`config.mk`:
```
export PLATFORM = sky130hd
export DESIGN_NAME = mux8_rr_arbiter
export DESIGN_NICKNAME = d
export VERILOG_FILES = /design/src/rtl/mux8_rr_arbiter.sv
export SDC_FILE = /design/constraint.sdc
export NUM_CORES = 1
export LEC_CHECK = 0
export ABC_AREA = 0
export ABC_CLOCK_PERIOD_IN_PS = 4400
export BUFFER_PORTS_ARGS = -buffer_cell sky130_fd_sc_hd__buf_2
export CAP_MARGIN = 30
export CORE_MARGIN = 2
export CORE_UTILIZATION = 52
export CTS_CLUSTER_SIZE = 8
export DETAILED_ROUTE_END_ITERATION = 8
export GPL_ROUTABILITY_DRIVEN = 0
export PLACE_DENSITY_LB_ADDON = 0.25
export SLEW_MARGIN = 15
export SYNTH_ARGS = -nofsm -noshare
export SYNTH_HDL_FRONTEND = slang
export SYNTH_SLANG_ARGS = --single-unit
```
`constraint.sdc`:
```
create_clock -name clk -period 4.4 [get_ports clk]
set_input_delay 0.22 -clock clk [delete_from_list [all_inputs] [get_ports clk]]
set_output_delay 0.22 -clock clk [all_outputs]
set_load 0.1 [all_outputs]
```
`src/rtl/mux8_rr_arbiter.sv`:
```
// mux8_rr_arbiter
//   Round-robin arbiter sharing one 1-bit 8:1 mux channel among 8 requesters.
//   Produces the mux select and a one-hot grant. A grant lasts until the owner
//   releases, the owner drops its request, or the hold limit is reached. Every
//   grant is followed by at least one idle cycle before the next one.
//
// Ports
//   clk      in   1  system clock, rising edge
//   rst      in   1  asynchronous reset, active-high
//   en       in   1  arbitration enable; low blocks new grants only
//   req      in   8  level requests, bit i = source i
//   rel      in   1  owner release (named rel because "release" is a reserved
//                    keyword); only looked at while a grant is active
//   sel      out  3  mux select = index of granted source, held while idle
//   grant    out  8  one-hot grant, zero when idle
//   busy     out  1  high while a grant is active
//   timeout  out  1  one-cycle pulse when a grant is revoked by the hold limit
module mux8_rr_arbiter #(
  parameter int HOLD_MAX = 15,
  parameter int CNT_W    = 4
) (
  input  logic       clk,
  input  logic       rst,
  input  logic       en,
  input  logic [7:0] req,
  input  logic       rel,
  output logic [2:0] sel,
  output logic [7:0] grant,
  output logic       busy,
  output logic       timeout
);

  localparam logic [0:0] IDLE  = 1'b0;
  localparam logic [0:0] GRANT = 1'b1;

  localparam logic [CNT_W-1:0] CNT_LAST = CNT_W'(HOLD_MAX - 1);
  localparam logic [CNT_W-1:0] CNT_SAT  = CNT_W'(HOLD_MAX);

  logic [0:0]       state_reg;
  logic [2:0]       ptr_reg;
  logic [CNT_W-1:0] cnt_reg;
  logic [2:0]       sel_reg;
  logic [7:0]       grant_reg;
  logic             busy_reg;
  logic             timeout_reg;

  // Requests rotated so that bit 0 is the source currently holding top
  // priority (the one just after the last served source).
  logic [7:0] rot_req;

  generate
    for (genvar gi = 0; gi < 8; gi++) begin : g_rot
      assign rot_req[gi] = req[ptr_reg + 3'(gi)];
    end
  endgenerate

  // Lowest rotated offset with a pending request wins.
  logic [2:0] win_off;
  logic [2:0] win_idx;

  always_comb begin
    win_off = 3'd0;
    for (int k = 7; k >= 0; k--) begin
      if (rot_req[k]) begin
        win_off = 3'(k);
      end
    end
  end

  assign win_idx = ptr_reg + win_off;

  // Exit conditions while granted, in priority order: release, owner
  // withdrawal, hold limit. Timeout only flags the hold-limit-only case.
  logic owner_drop;
  logic hold_done;
  logic exit_now;
  logic forced_exit;

  assign owner_drop  = ~req[sel_reg];
  assign hold_done   = (cnt_reg == CNT_LAST);
  assign exit_now    = rel | owner_drop | hold_done;
  assign forced_exit = ~rel & ~owner_drop & hold_done;

  always_ff @(posedge clk or posedge rst) begin
    if (rst) begin
      state_reg   <= IDLE;
      ptr_reg     <= 3'd0;
      cnt_reg     <= '0;
      sel_reg     <= 3'd0;
      grant_reg   <= 8'd0;
      busy_reg    <= 1'b0;
      timeout_reg <= 1'b0;
    end else begin
      timeout_reg <= 1'b0;
      if (state_reg == IDLE) begin
        if (en && (|req)) begin
          state_reg <= GRANT;
          sel_reg   <= win_idx;
          grant_reg <= 8'(1) << win_idx;
          busy_reg  <= 1'b1;
          cnt_reg   <= '0;
        end
      end else begin
        if (exit_now) begin
          state_reg   <= IDLE;
          grant_reg   <= 8'd0;
          busy_reg    <= 1'b0;
          cnt_reg     <= '0;
          ptr_reg     <= sel_reg + 3'd1;  // served source drops to lowest priority
          timeout_reg <= forced_exit;
        end else if (cnt_reg != CNT_SAT) begin
          cnt_reg <= cnt_reg + CNT_W'(1);
        end
      end
    end
  end

  assign sel     = sel_reg;
  assign grant   = grant_reg;
  assign busy    = busy_reg;
  assign timeout = timeout_reg;

endmodule
```
==> results of run 1 <==
[metal layers]
layer | global-route usage (%) | wire length, µm
met2 | 40.4 | 2030
met5 | 0 | 0
met3 | 3.21 | 130
met4 | 9.24 | 60
met1 | 28.3 | 1900
[cell families (layout without fill, tap and decap cells)]
family,count (synthesis),count (layout),synth area share [%]
DFF,21,21,28.8
adders and majority gates,8,8,5.76
AOI/OAI and AO/OA,40,40,15.5
xor gates and xnor gates,4,4,1.92
buffers and inverters,15,37,3.63
and+or+nand+nor,76,76,22.6
muxes,34,34,21.8
[worst min-delay path by stage]
stage / startpoint / endpoint / slack, ns / cells after the start
3_3_place_gp: rst / grant[3] / 0.38 / 2
2_1_floorplan: rst / busy / 0.20 / 1
5_1_grt: rst / grant[3] / 0.09 / 2
3_5_place_dp: rst / grant[2] / 0.41 / 2
6_report: rst / grant[5] / 0.03 / 2
4_1_cts: rst / grant[3] / 0.07 / 2
[worst register-to-register path, delay by kind of cell (launching register included)]
family | cells | cell delay (ns)
and+or+nand+nor | 4 | 0.73
DFF | 1 | 0.46
adders and majority gates | 3 | 1.16
muxes | 2 | 0.46
AOI/OAI and AO/OA | 5 | 0.94
buffers and inverters | 2 | 0.19
[what timing repair did]
| item | in CTS | in global routing |
|---|---|---|
| buffers inserted | 0 | 1 |
| endpoints found under the hold margin | 0 | 0 |
| endpoints found under the setup margin | 0 | 8 |
| resized for setup | 0 | 4 |
[per-stage QoR]
| stage | std cells | setup slack [ns] | utilization [%] | hold WS [ns] |
|---|---|---|---|---|
| 2_1_floorplan | 198 | 0.278 | - | 0.197 |
| 3_3_place_gp | 261 | 0.346 | 58.6 | 0.381 |
| 3_5_place_dp | 261 | 0.150 | 58.6 | 0.410 |
| 4_1_cts | 265 | 0.130 | 59.4 | 0.0722 |
| 5_1_grt | 266 | 0.0121 | 60.1 | 0.0854 |
| 6_report | 266 | 0.360 | 60.1 | 0.0332 |
[cell usage in the layout, fill, tap and decap left out, types with 2 or more instances in the layout]
master	n
mux2i_1	16
or4_1	2
a22o_1	2
a221o_1	8
a311oi_1	2
and3_1	4
buf_2	24
mux2i_2	2
clkbuf_4	3
nand2b_1	4
inv_1	7
ha_1	5
and2_1	5
xnor2_1	2
o22ai_1	3
nor3_1	3
a21oi_1	9
mux2_2	12
o21ai_0	9
mux4_2	3
nor3b_2	2
nor2b_1	6
xor2_1	2
nor2_1	12
buf_4	2
nand2_1	25
dfrtp_1	21
nand3_1	2
[layout make-up]
class / count / area (µm²)
Timing Repair Buffer: 26 / 135
Tap cell: 46 / 57.6
Multi-Input combinational cell: 162 / 1250
Fill cell: 337 / 1340
Clock inverter: 1 / 5.00
Clock buffer: 3 / 22.5
Inverter: 7 / 26.3
Sequential cell: 21 / 526
==> results.tsv, run 1 <==
stage	metric	value	unit
setup_path	CP max-delay cell	ha_2	
synth	Synth async-reset ratio	100	%
drt	routed length per instance	15.5	µm
synth	EDFF count, synth	0	
sta	Tightest Pin Transition	0.784	ns
setup_path	Max stage delay on crit path	0.49	ns
sta	TNS Setup	0	ns
setup_path	WS Path Type	flip-flop to flip-flop	
placed_design	port buffer count	24	
setup_path	CP delay by family, top	adder cells	
synth	synth unique cells	47	
drt	Residual DRC	0	
setup_path	Worst Setup EP	grant[3]	
flow_run	max-cap viol count	0	
synth	post-synth top area share	28.8	%
floorplan	IO Count	25	
setup_path	path length in cells of the critical path	16	
outcome	outcome	complete, no violations	
setup_path	worst-path cell chain	inv_1, ha_2, mux2_2, o22ai_1, nor3_2, a32oi_1, nand2_1, a31oi_1, a311oi_1, ha_1, inv_1, fa_1, nor2b_1, mux2i_1, nand2_1, a221o_1	
drt	DR pass1 iterations	4	
setup_path	CP startpoint	ptr_reg[1]	
cts	clock sinks	21	
final_layout	post-route cell area	2020	µm²
floorplan	Core Rows	21	
synth	Post-synth top cells	25 x nand2_1, 21 x dfrtp_1, 18 x mux2i_1	
setup_path	crit path max fanout	10	
grt	vias in the first global route	1609	
synth	Seq cells post-synth	21	
sta	slew margin rel.	47.6	%
drt	antenna-violating nets left	0	
synth	Yosys Warn Count	0	
synth	register area share after synthesis	28.8	%
setup_path	Critical Path AT	4.25	ns
setup_path	reg2reg setup slack	0.36	ns
sta	final worst path period need	4.04	ns
grt	initial antenna violation count	0	
setup_path	RR Endpoint	grant[3]	
synth	Post-Syn Area per Cell	9.22	µm²
setup_path	R2R depth	16	
setup_path	Critical Path End Type	flip-flop	
floorplan	Die Y	63.3	µm
grt	GRT overflow	0	
final_layout	Final nets	240	
placed_design	Area after DPL	1970	µm²
cts	CTS Buf Count	3	
sta	Fin. Hold Viols	0	
grt	global-route wire length before repair	7420	µm
cts	Root Buffer	clkbuf_4	
drt	via density per instance	5.93	
drt	vias	1578	
synth	Post-Synthesis Cells	198	
cts	H-tree Lvls	1	
cts	clock buffer depth	2	
cts	# hold bufs at CTS	0	
final_layout	layout cell share with drive strength beyond 1	26.8	%
setup_path	Critical path buffers and inverters	2	
placed_design	HPWL Detailed	3240	µm
sta	Achievable Freq	248	MHz
sta	Tcrit/Tclk final	91.8	%
cts	TritonCTS clock tree	built	
sta	RSZ-0062 raised after global routing	false	
synth	most frequent cell after synthesis	nand2_1	
synth	syn nets	217	
worst_hold_path	min-delay worst type	input pin to asynchronous set/reset pin	
grt	largest net degree at the start of global routing	22	
sta	final setup violating endpoints	0	
floorplan	Initial Util	54.3	%
setup_path	startpoint types	flip-flop	
drt	WL final	4120	µm
floorplan	die extent in x	63.3	µm
cts	Skew-Pair Late Insertion Delay	0.31	ns
sta	max-slew violations	0	
setup_path	reg2reg start	ptr_reg[1]	
setup_path	WP data required	4.61	ns
grt	Total GRT Usage	23.0	%
floorplan	core outline area	3360	µm²
final_layout	max reg flops	8	
final_layout	Ant. Diodes	0	
synth	ys flop type	dfrtp_1	
synth	area leader, netlist	dfrtp_1	
cts	CTS clk-pin slew, worst paths	0.13	ns
synth	Synth area leaders	dfrtp_1 29%, mux2i_1 9.9%, mux2_2 7.4%	
drt	drt initial violations	42	
final_layout	synthesis-to-finish area growth	10.7	%
sta	clk_skew	0.00628	ns
floorplan	die area	4000	µm²
synth	synthesized cell area	1830	µm²
Power of run 1 is not shown: default switching activity piles up to over one toggle a cycle in this logic, so the estimate is an artifact.
==> inputs of run 2 (changes only) <==
--- a/config.mk
+++ b/config.mk
@@ -7,13 +7,14 @@
 export LEC_CHECK = 0
 export ABC_AREA = 0
 export ABC_CLOCK_PERIOD_IN_PS = 4400
-export BUFFER_PORTS_ARGS = -buffer_cell sky130_fd_sc_hd__buf_2
 export CAP_MARGIN = 30
 export CORE_MARGIN = 2
-export CORE_UTILIZATION = 52
+export CORE_UTILIZATION = 35
 export CTS_CLUSTER_SIZE = 8
 export DETAILED_ROUTE_END_ITERATION = 8
+export DONT_BUFFER_PORTS = 1
 export GPL_ROUTABILITY_DRIVEN = 0
+export MAX_ROUTING_LAYER = met4
 export PLACE_DENSITY_LB_ADDON = 0.25
 export SLEW_MARGIN = 15
 export SYNTH_ARGS = -nofsm -noshare
==> run 2 against run 1 <==
The run now ends with hold timing left; die area up 45%; global-route usage shrank 7.5 points; critical path depth unchanged; core utilization decreased by 21 points; sequential share of layout area up 0.81 points; worst setup slack got worse by 0.035 ns; critical path type unchanged.
==> results.tsv, run 2 (synthesis gave the netlist of run 1 again) <==
stage	metric	value	unit
final_layout	most frequent cells in the layout	25 x nand2_1, 21 x dfrtp_1, 18 x mux2i_1	
floorplan	Die Y	76.2	µm
setup_path	worst-path cell chain	inv_1, ha_2, mux2_2, nor3b_1, nor3_1, a32oi_1, nand2_1, a31oi_1, a311oi_1, ha_1, inv_1, fa_1, and2_1, mux2i_1, nand2_1, a221o_1	
drt	routed length per instance	15.7	µm
cts	TritonCTS clock tree	built	
grt	global-route wire length before repair	7250	µm
cts	Skew-Pair Late Insertion Delay	0.26	ns
cts	clock sinks	21	
sta	Tightest Pin Transition	0.957	ns
final_layout	synthesis-to-finish area growth	7.33	%
drt	met3 wire length	125	µm
setup_path	WS Path Type	flip-flop to flip-flop	
cts	Root Buffer	clkbuf_8	
sta	RSZ-0062 raised after global routing	false	
sta	TNS Setup	0	ns
placed_design	HPWL Detailed	3180	µm
drt	wire length on met1	2080	µm
outcome	failing checks	hold timing	
final_layout	Ant. Diodes	0	
cts	H-tree Lvls	1	
final_layout	area of the multi-input gates	1240	µm²
drt	vias	1481	
cts	CTS Buf Count	3	
sta	hold_ws	-0.00447	ns
sta	Tcrit/Tclk final	92.6	%
setup_path	R2R depth	16	
flow_run	max-cap viol count	0	
setup_path	Critical Path AT	4.22	ns
grt	initial antenna violation count	0	
grt	Total GRT Usage	15.5	%
drt	via density per instance	5.51	
final_layout	commonest non-fill, non-tap cell in the layout	nand2_1	
drt	DR pass1 iterations	4	
setup_path	CP max-delay cell	fa_1	
drt	WL final	4210	µm
final_layout	Final nets	219	
sta	max-slew violations	0	
drt	wire length on met2	1940	µm
final_layout	max reg flops	8	
final_layout	# fillers	528	
drt	DR top layer	met4	
drt	antenna-violating nets left	0	
setup_path	Critical Path End Type	flip-flop	
floorplan	die extent in x	76.2	µm
grt	vias in the first global route	1411	
sta	final worst path period need	4.07	ns
setup_path	WP data required	4.55	ns
cts	# hold bufs at CTS	0	
grt	largest net degree at the start of global routing	22	
placed_design	port buffer count	0	
cts	Setup Buffers After CTS	0	
floorplan	Core Rows	26	
final_layout	Final Instance Count excl. Fillers	269	
final_layout	layout cell share with drive strength beyond 1	17.6	%
floorplan	core outline area	5070	µm²
drt	Residual DRC	0	
setup_path	startpoint types	flip-flop	
sta	slew margin rel.	36.2	%
sta	final setup violating endpoints	0	
drt	drt initial violations	83	
floorplan	die area	5810	µm²
worst_hold_path	min-delay worst type	input pin to asynchronous set/reset pin	
setup_path	Max stage delay on crit path	0.51	ns
floorplan	IO Count	25	
sta	clk_skew	0.00129	ns
grt	GRT overflow	0	
final_layout	register area	526	µm²
floorplan	Initial Util	36.0	%
placed_design	Placed Instances	265	
cts	clock buffer depth	2	
outcome	outcome	finished, violations left	
sta	Achievable Freq	245	MHz
cts	CTS clk-pin slew, worst paths	0.08	ns
sta	Fin. Hold Viols	11	
setup_path	crit path max fanout	10	
[run 2: cell count changes in the layout (fill, tap and decap cells not counted), sizes merged]
| cell | before | now |
|---|---|---|
| buf | 26 | 5 |
[run 2: cell type report]
class                           count  area share (%)
Inverter                            7            1.34
Clock inverter                      1           0.255
Multi-Input combinational cell    162            63.1
Tap cell                           70            4.47
Timing Repair Buffer                5            1.92
Sequential cell                    21            26.8
Clock buffer                        3            2.11
[run 2: routing by layer]
layer,track usage (%),vias up
met1,22.2,715
li1,-,731
met3,2.13,7
met4,5.45,0
met5,-,-
met2,22.5,28
[run 2: what timing repair did]
action	4_1_cts	5_1_grt
endpoints found under the setup margin	0	6
endpoints found under the hold margin	0	0
resized for setup	0	1
[run 2: critical path, delay by kind of cell, from the launching register on]
family                     cells  cell delay (ns)
adders and majority gates      3             1.08
buffers and inverters          2             0.23
AOI/OAI and AO/OA              4             0.84
muxes                          2             0.59
and+or+nand+nor                5             0.77
DFF                            1             0.43
[run 2: worst paths after layout]
path	startpoint	to	slack [ns]
setup reg to reg	ptr_reg[1]	grant[7]	0.33
hold reg to reg	cnt_reg[1]	cnt_reg[1]	0.55
min in group clk	rel	timeout	0.18
max in group asynchronous	rst	ptr_reg[2]	3.90
setup / recovery	ptr_reg[1]	grant[7]	0.33
hold / removal	rst	grant[7]	-0.004
[run 2: through the flow]
step                utilization (%)  hold slack (ns)  cell area (µm²)  worst slack (ns)
floorplan                         -            0.197             1830             0.278
global placement               37.6            0.310             1910             0.286
detailed placement             37.6            0.322             1910             0.272
CTS                            38.6           0.0318             1960             0.271
global route                   38.6           0.0563             1960           0.00862
finish                         38.6         -0.00447             1960             0.325
Power of run 2 is left out for the same reason.
